--- src/rtl/inst_buf.sv ---
// Instruction buffer between fetch and decode.
// Circular FIFO; head entry is presented to decode.
module inst_buf #(
  parameter int ADDR  = 32,
  parameter int INST  = 32,
  parameter int DEPTH = 4,
  localparam int CNT  = $clog2(DEPTH) + 1
) (
  input  logic            clk,
  input  logic            reset_,
  input  logic            fetch_e_,
  input  logic [ADDR-1:0] fetch_pc,
  input  logic [INST-1:0] fetch_inst,
  input  logic            fetch_br_pred,
  output logic            buf_full,
  input  logic            dec_stall,
  input  logic            flush_,
  output logic            dec_e_,
  output logic [ADDR-1:0] dec_pc,
  output logic [INST-1:0] dec_inst,
  output logic            dec_br_pred,
  output logic [CNT-1:0]  count
);

  localparam int PW = $clog2(DEPTH);

  logic [ADDR-1:0] pc_q [DEPTH];
  logic [INST-1:0] inst_q [DEPTH];
  logic            bp_q [DEPTH];

  logic [PW-1:0] wp;
  logic [PW-1:0] rp;
  logic          valid;
  logic          push;
  logic          pop;

  assign valid    = (count != '0);
  assign buf_full = (count == CNT'(DEPTH));
  assign push     = ~fetch_e_ & ~buf_full & flush_;
  assign pop      = valid & ~dec_stall & flush_;

  assign dec_e_      = ~valid;
  assign dec_pc      = valid ? pc_q[rp]   : '0;
  assign dec_inst    = valid ? inst_q[rp] : '0;
  assign dec_br_pred = valid ? bp_q[rp]   : 1'b0;

  // Entry storage; contents only visible while occupied.
  always_ff @(posedge clk) begin
    if (push) begin
      pc_q[wp]   <= fetch_pc;
      inst_q[wp] <= fetch_inst;
      bp_q[wp]   <= fetch_br_pred;
    end
  end

  // Pointers and occupancy; flush empties the buffer.
  always_ff @(posedge clk or negedge reset_) begin
    if (!reset_) begin
      wp    <= '0;
      rp    <= '0;
      count <= '0;
    end else if (!flush_) begin
      wp    <= '0;
      rp    <= '0;
      count <= '0;
    end else begin
      if (push) wp <= wp + PW'(1);
      if (pop)  rp <= rp + PW'(1);
      unique case ({push, pop})
        2'b10:   count <= count + CNT'(1);
        2'b01:   count <= count - CNT'(1);
        default: count <= count;
      endcase
    end
  end

endmodule

--- config.mk ---
export PLATFORM = sky130hd
export DESIGN_NAME = inst_buf
export DESIGN_NICKNAME = d
export VERILOG_FILES = /design/src/rtl/inst_buf.sv
export SDC_FILE = /design/constraint.sdc
export NUM_CORES = 1
export LEC_CHECK = 0
export CAP_MARGIN = 15
export CORE_MARGIN = 5
export CORE_UTILIZATION = 49
export CTS_CLUSTER_DIAMETER = 120
export DETAILED_ROUTE_END_ITERATION = 10
export PLACE_DENSITY = 0.84
export SYNTH_ARGS = -nofsm -noshare
export SYNTH_HDL_FRONTEND = slang
export SYNTH_SLANG_ARGS = --single-unit
--- constraint.sdc ---
create_clock -name clk -period 2.9 [get_ports clk]
set_clock_uncertainty 0.2 [all_clocks]
set_input_delay 0.725 -clock clk [delete_from_list [all_inputs] [get_ports clk]]
set_output_delay 0.725 -clock clk [all_outputs]
set_load 0.03 [all_outputs]
# --- Word-level counts from Yosys, hierarchy flattened ---
# Memory sizes are Yosys's and may differ from the RTL's.
# Index checks and enable logic that the tools add are counted.
word_totals:
  ramBits: 260
  wordCells: 36
  memories: 3
  regBits: 7
memory_table:
  columns: ["memory", "depth", "width", "read_ports", "rd_ports_with_merged_regs", "wr", "line_no", "rtl"]
  rows:
  - ["inst_q", 4, 32, 1, 0, 1, "28", "logic [INST-1:0] inst_q [DEPTH];"]
  - ["pc_q", 4, 32, 1, 0, 1, "27", "logic [ADDR-1:0] pc_q [DEPTH];"]
  - ["bp_q", 4, 1, 1, 0, 1, "29", "logic bp_q [DEPTH];"]
op_classes:
  n_reduce_logical: 1
  add_sub_neg: 4
  eq_ne: 6
  muxes: 11
  bitwise: 8
ops:
  columns: ["op", "n"]
  rows:
  - ["$mux W32", 2]
  - ["$mux W2", 4]
  - ["$pmux W3 S2", 1]
  - ["$add A2 B1 Y2 const B", 2]
  - ["$and A1 B1 Y1", 4]
  - ["$ne A2 B1 Y1 const B", 2]
  - ["$not A1 Y1", 4]
  - ["$add A3 B1 Y3 const B", 1]
  - ["$eq A3 B3 Y1 const B", 1]
  - ["$mux W1", 3]
  - ["$mux W3", 1]
  - ["$ne A3 B1 Y1 const B", 1]
  - ["$reduce_bool A3 Y1", 1]
  - ["$sub A3 B1 Y3 const B", 1]
  - ["$eq A2 B1 Y1 const B", 1]
  - ["$eq A2 B2 Y1 const B", 1]

# --- Depth between registers and ports, before layout ---
depth:
  depth_word: 7
  ltp_mapped: 8
  depth_no_buf: 7

# --- Worst setup path before layout ---
# No wires, ideal clock.
synth_path:
  path_kind: "reg-to-reg"
  start: "register count[2]"
  end: "memory bp_q[0], enable pin"
  setup_ns: 0.430
  t_arrival_ns: 2.713
  synth_period_minus_slack_ns: 3.343
  path_slack_ns: -0.443
  stages_incl_launch_ff: 5
  path_cell_list: "dfrtp_1 buf_2 nor3b_2 nor2_1 and3_1"
synth_between:
  elab_chain_cells: 6
synth_rtl:
  columns: ["item", "line_no", "rtl"]
  rows:
  - ["from (decl)", "22", "output logic [CNT-1:0] count"]
  - ["from (signal assigned)", "70", "2'b10: count <= count + CNT'(1);"]
  - ["from (signal assigned)", "71", "2'b01: count <= count - CNT'(1);"]
  - ["from (signal assigned)", "72", "default: count <= count;"]
  - ["$eq A3 B3 Y1", "38", "assign buf_full = (count == CNT'(DEPTH));"]
  - ["via buf_full", "15", "output logic buf_full,"]
  - ["$not A1 Y1", "39", "assign push = ~fetch_e_ & ~buf_full & flush_;"]
  - ["$and A1 B1 Y1 (2 in a row)", "39", null]
  - ["$mux W1", "49", "if (push) begin"]
  - ["$mux W1 (not written as such)", "52", "bp_q[wp] <= fetch_br_pred;"]
  - ["to (decl)", "29", null]
# The timed path passes the listed nets, and every way through them passes these cells.

# --- Final worst setup path ---
layout_path:
  start: "register rp[0]"
  end: "output dec_pc[13]"
layout_between:
  elab_chain_cells: 2
layout_rtl:
  columns: ["item", "line_no", "rtl"]
  rows:
  - ["from (decl)", "32", "logic [PW-1:0] rp;"]
  - ["from (signal assigned)", "68", "if (pop) rp <= rp + PW'(1);"]
  - ["$mem_v2 Z4 W32", null, null]
  - ["$mux W32", "43", "assign dec_pc = valid ? pc_q[rp] : '0;"]
  - ["to (decl)", "19", "output logic [ADDR-1:0] dec_pc,"]
# Every way passes these cells.

==> results by group <==
Outcome
  – Outcome: complete, but fails checks
  – Violated checks: setup timing

Logic synthesis
  – Sequential cell area fraction in the yosys report: 0.768
  – Number of warnings printed during yosys synthesis: 0
  – Post-Synthesis Cell Area: 10400 sq um
  – Complex-gate fraction of the synthesized area: 0.0114
  – Most used flip-flop cell after synthesis: sky130_fd_sc_hd__edfxtp_1
  – Main combinational cell family by area after synthesis: multiplexers
  – Synth Register Bits: 267
  – Post-synth EDFFs: 260
  – Syn Area/Cell: 21.8 sq um
  – Adder and majority cell fraction of the synthesized area: 0.00675
  – XOR/XNOR Fraction of Synth Area: 0.000843
  – Synth Area in Simple Gates: 0.0536
  – Synthesized Nets: 551
  – Cells after Synth: 476
  – Unique masters post-synth: 37
  – Share of synthesized flip-flops with an asynchronous set or reset: 0.0262
  – Proportion of synthesized area in mux cells: 0.142

Global route
  – GRT Util Overall: 0.174
  – Via count of the first global-routing pass: just under 6000
  – Final global-route overflow total: 0
  – Global-route wire length before repair: roughly 33000 microns
  – Pin count of the biggest net entering global routing: 43
  – Initial antenna violation count: 0

Finish
  – Post-layout nets: 732
  – Fillers: 1400
  – Share of layout cells above drive strength 1: 0.370
  – Area used by multi-input combinational logic: 2460 sq um
  – Post-synthesis to final-layout area growth: 30.1%
  – Area of all sequential standard cells: 7990 sq um
  – Antenna cells: 0

STA
  – Setup Total Neg Slack: -6.51 ns
  – Total setup violations reported at the end of the flow: 65
  – Count of endpoints failing hold in the final timing report: 0
  – Fin Hold WS: approximately 0.3 ns
  – Worst slew pin tran: 0.499 ns
  – Total count of max-transition violations in the final report: 0
  – Maximum operating frequency: 323 MHz
  – Final critical-path required period: 3.10 ns
  – RSZ-0062 raised after global routing: yes
  – Worst slew margin relative to its limit: 0.663
  – Worst Setup Slack, final: -0.198 ns
  – Final worst-path cycle share: 1.07

Clocking
  – Number of hold-repair buffers added at the cts stage: 0
  – # clock sinks: 267
  – Clock latency on the worst-skew pair: 0.51 ns
  – CTS Buffer Depth: 3
  – Clock root cell: sky130_fd_sc_hd__clkbuf_16
  – Clock tree from TritonCTS: yes
  – Htree depth: 1
  – Clock transition at the register clock pins on the worst setup and hold paths after CTS: ~0.060 ns
  – Number of clock buffers inserted by TritonCTS: 27

Critical path
  – Crit path max fanout: 7
  – Critical Path Source Type: flop
  – Kind of critical path: reg2out
  – Data arrival time of the critical path: 2.17 ns
  – CP Capture Type: primary output
  – WP data required: 1.98 ns

Drt
  – Final wirelength: 20900 microns
  – Via-to-Cell Ratio: 5.50
  – DR iter-0 viols: 341
  – Post-detailed-route DRC marker count: 0
  – Iteration count of the initial detailed-routing pass: 4
  – Final ANT Viol Nets: 0
  – Via count: between 5000 and 6000
  – Post-DR wirelength/cell: 22.0 microns

Floorplan
  – Number of rows created at floorplan: 53
  – IO Count: 140
  – Die Ht: between 150 and 200 microns
  – Initial core utilization: 0.496
  – Floorplan die width: 156 microns
  – Core box area: roughly 21000 sq um
  – Die Area: around 24000 sq um

Job
  – Count of maximum capacitance violations: 0

Power
  – Cell area power density: 684 nW/um^2
  – Worst IR drop on VDD: 0.428 mV
  – P_leak: about 4.5 nW

Hold path
  – Classification of the worst-slack hold path: in2async

Placed design
  – Final RePlAce weighted congestion: 0.821
  – Count of buffers inserted at the top-level ports: 139
  – Post-detail-place hpwl: 12900 microns
-- worst paths after layout --
kind | start | to | slack, ns | depth (start not counted)
worst max-delay path | rp[0]$_DFFE_PN0P_ | dec_pc[13] | -0.20 | 6
worst min-delay path | reset_ | count[2]$_DFFE_PN0P_ | 0.30 | 1
worst max register to register | count[1]$_DFFE_PN0P_ | count[2]$_DFFE_PN0P_ | 0.35 | 9
worst min register to register | wp[0]$_DFFE_PN0P_ | wp[0]$_DFFE_PN0P_ | 0.46 | 2
max in group asynchronous | reset_ | rp[1]$_DFFE_PN0P_ | 1.89 | 1
min in group clk | wp[0]$_DFFE_PN0P_ | wp[0]$_DFFE_PN0P_ | 0.46 | 2
-- placed cells by master, fill, tap and decap left out, types with 4 or more instances in the layout --
cell and n:
sky130_fd_sc_hd__a21oi_1 5, sky130_fd_sc_hd__and3_4 4, sky130_fd_sc_hd__buf_12 18, sky130_fd_sc_hd__buf_2 13, sky130_fd_sc_hd__buf_4 35, sky130_fd_sc_hd__buf_6 36, sky130_fd_sc_hd__clkbuf_16 27, sky130_fd_sc_hd__clkdlybuf4s50_1 72
sky130_fd_sc_hd__clkinv_1 4, sky130_fd_sc_hd__clkinv_2 9, sky130_fd_sc_hd__dfrtp_1 5, sky130_fd_sc_hd__edfxtp_1 260, sky130_fd_sc_hd__ha_1 4, sky130_fd_sc_hd__inv_1 6, sky130_fd_sc_hd__mux4_2 65, sky130_fd_sc_hd__nor2b_1 37
sky130_fd_sc_hd__nor2b_4 26
-- layer usage --
layer  share of wire  up-vias  global-route usage
met1            0.40     2723               0.231
met3           0.063       29              0.0338
met2            0.52      172               0.303
met4           0.015        0              0.0396
li1                -     2303                   -
met5               0        -                   0
-- stage by stage --
| step | util | power [W] | std cells | area [sq um] | setup slack [ns] |
|---|---|---|---|---|---|
| final | 0.645 | 0.00924 | 950 | 13500 | -0.198 |
| after detailed placement | 0.587 | 0.00593 | 891 | 12300 | 0.00700 |
| after CTS | 0.644 | 0.00933 | 952 | 13500 | -0.229 |
| after floorplan | - | 0.00530 | 476 | 10400 | 0.220 |
| after global routing | 0.645 | 0.00960 | 950 | 13500 | -0.278 |
| after global placement | 0.587 | 0.00589 | 891 | 12300 | 0.0352 |
-- area by class of cell --
type / instances / area share
Clock buffer: 30 / 0.0508
Clock inverter: 17 / 0.0101
Inverter: 6 / 0.00167
Multi-Input combinational cell: 177 / 0.182
Sequential cell: 267 / 0.591
Tap cell: 275 / 0.0255
Timing Repair Buffer: 178 / 0.139
-- synth_stat cells, types with 2 or more instances --
cell type                   count  share of area
sky130_fd_sc_hd__a21oi_1        5         0.0024
sky130_fd_sc_hd__and3_1         4         0.0024
sky130_fd_sc_hd__buf_1          4         0.0014
sky130_fd_sc_hd__buf_2          6         0.0029
sky130_fd_sc_hd__buf_4          3         0.0022
sky130_fd_sc_hd__buf_6          5         0.0054
sky130_fd_sc_hd__clkbuf_1       8         0.0029
sky130_fd_sc_hd__dfrtp_1        7          0.017
sky130_fd_sc_hd__edfxtp_1     260           0.75
sky130_fd_sc_hd__ha_1           4         0.0048
sky130_fd_sc_hd__inv_1          6         0.0022
sky130_fd_sc_hd__mux4_2        65           0.14
sky130_fd_sc_hd__nand2_1        2        0.00072
sky130_fd_sc_hd__nor2b_1       66          0.040
sky130_fd_sc_hd__nor3b_1        2         0.0014
sky130_fd_sc_hd__o2111ai_1      2         0.0017
sky130_fd_sc_hd__o21a_1         2         0.0014
sky130_fd_sc_hd__o21ai_0        3         0.0014
sky130_fd_sc_hd__o31ai_1        2         0.0014
sky130_fd_sc_hd__or3_1          2         0.0012
sky130_fd_sc_hd__or3b_2         2         0.0017
-- repair_timing --
action                     CTS  global route
gates cloned                 3             0
setup buffers               11             1
setup endpoints to repair   66            65
gates resized for setup    270            26
-- worst max-delay path, stage by stage, from the launching register on --
cell and delay (ns):
sky130_fd_sc_hd__dfrtp_4 0.50, sky130_fd_sc_hd__buf_12 0.15, sky130_fd_sc_hd__buf_12 0.13, sky130_fd_sc_hd__buf_16 0.14
sky130_fd_sc_hd__mux4_2 0.41, sky130_fd_sc_hd__nor2b_1 0.14, sky130_fd_sc_hd__buf_4 0.18
-- kinds of logic (layout without fill, tap and decap cells) --
group / count (synthesis) / in the layout
buf+inv: 32 / 231
simple gates: 87 / 87
xor+xnor: 1 / 1
flops: 267 / 267
fa+ha+maj: 5 / 5
mux: 66 / 66
compound gates: 18 / 18
-- sequential cells by signal (all words and copies together) (netlist names) --
name	flops
count	3
inst_q	128
wp	2
bp_q	4
rp	2
pc_q	128
-- power breakdown --
| part | switching, W | internal [W] | total, W |
|---|---|---|---|
| clock | 0.00134 | 0.00187 | 0.00321 |
| combinational | 0.000870 | 0.000771 | 0.00164 |
| sequential | 0.0000318 | 0.00435 | 0.00438 |
No activity file was read; power rests on OpenSTA's default activity.
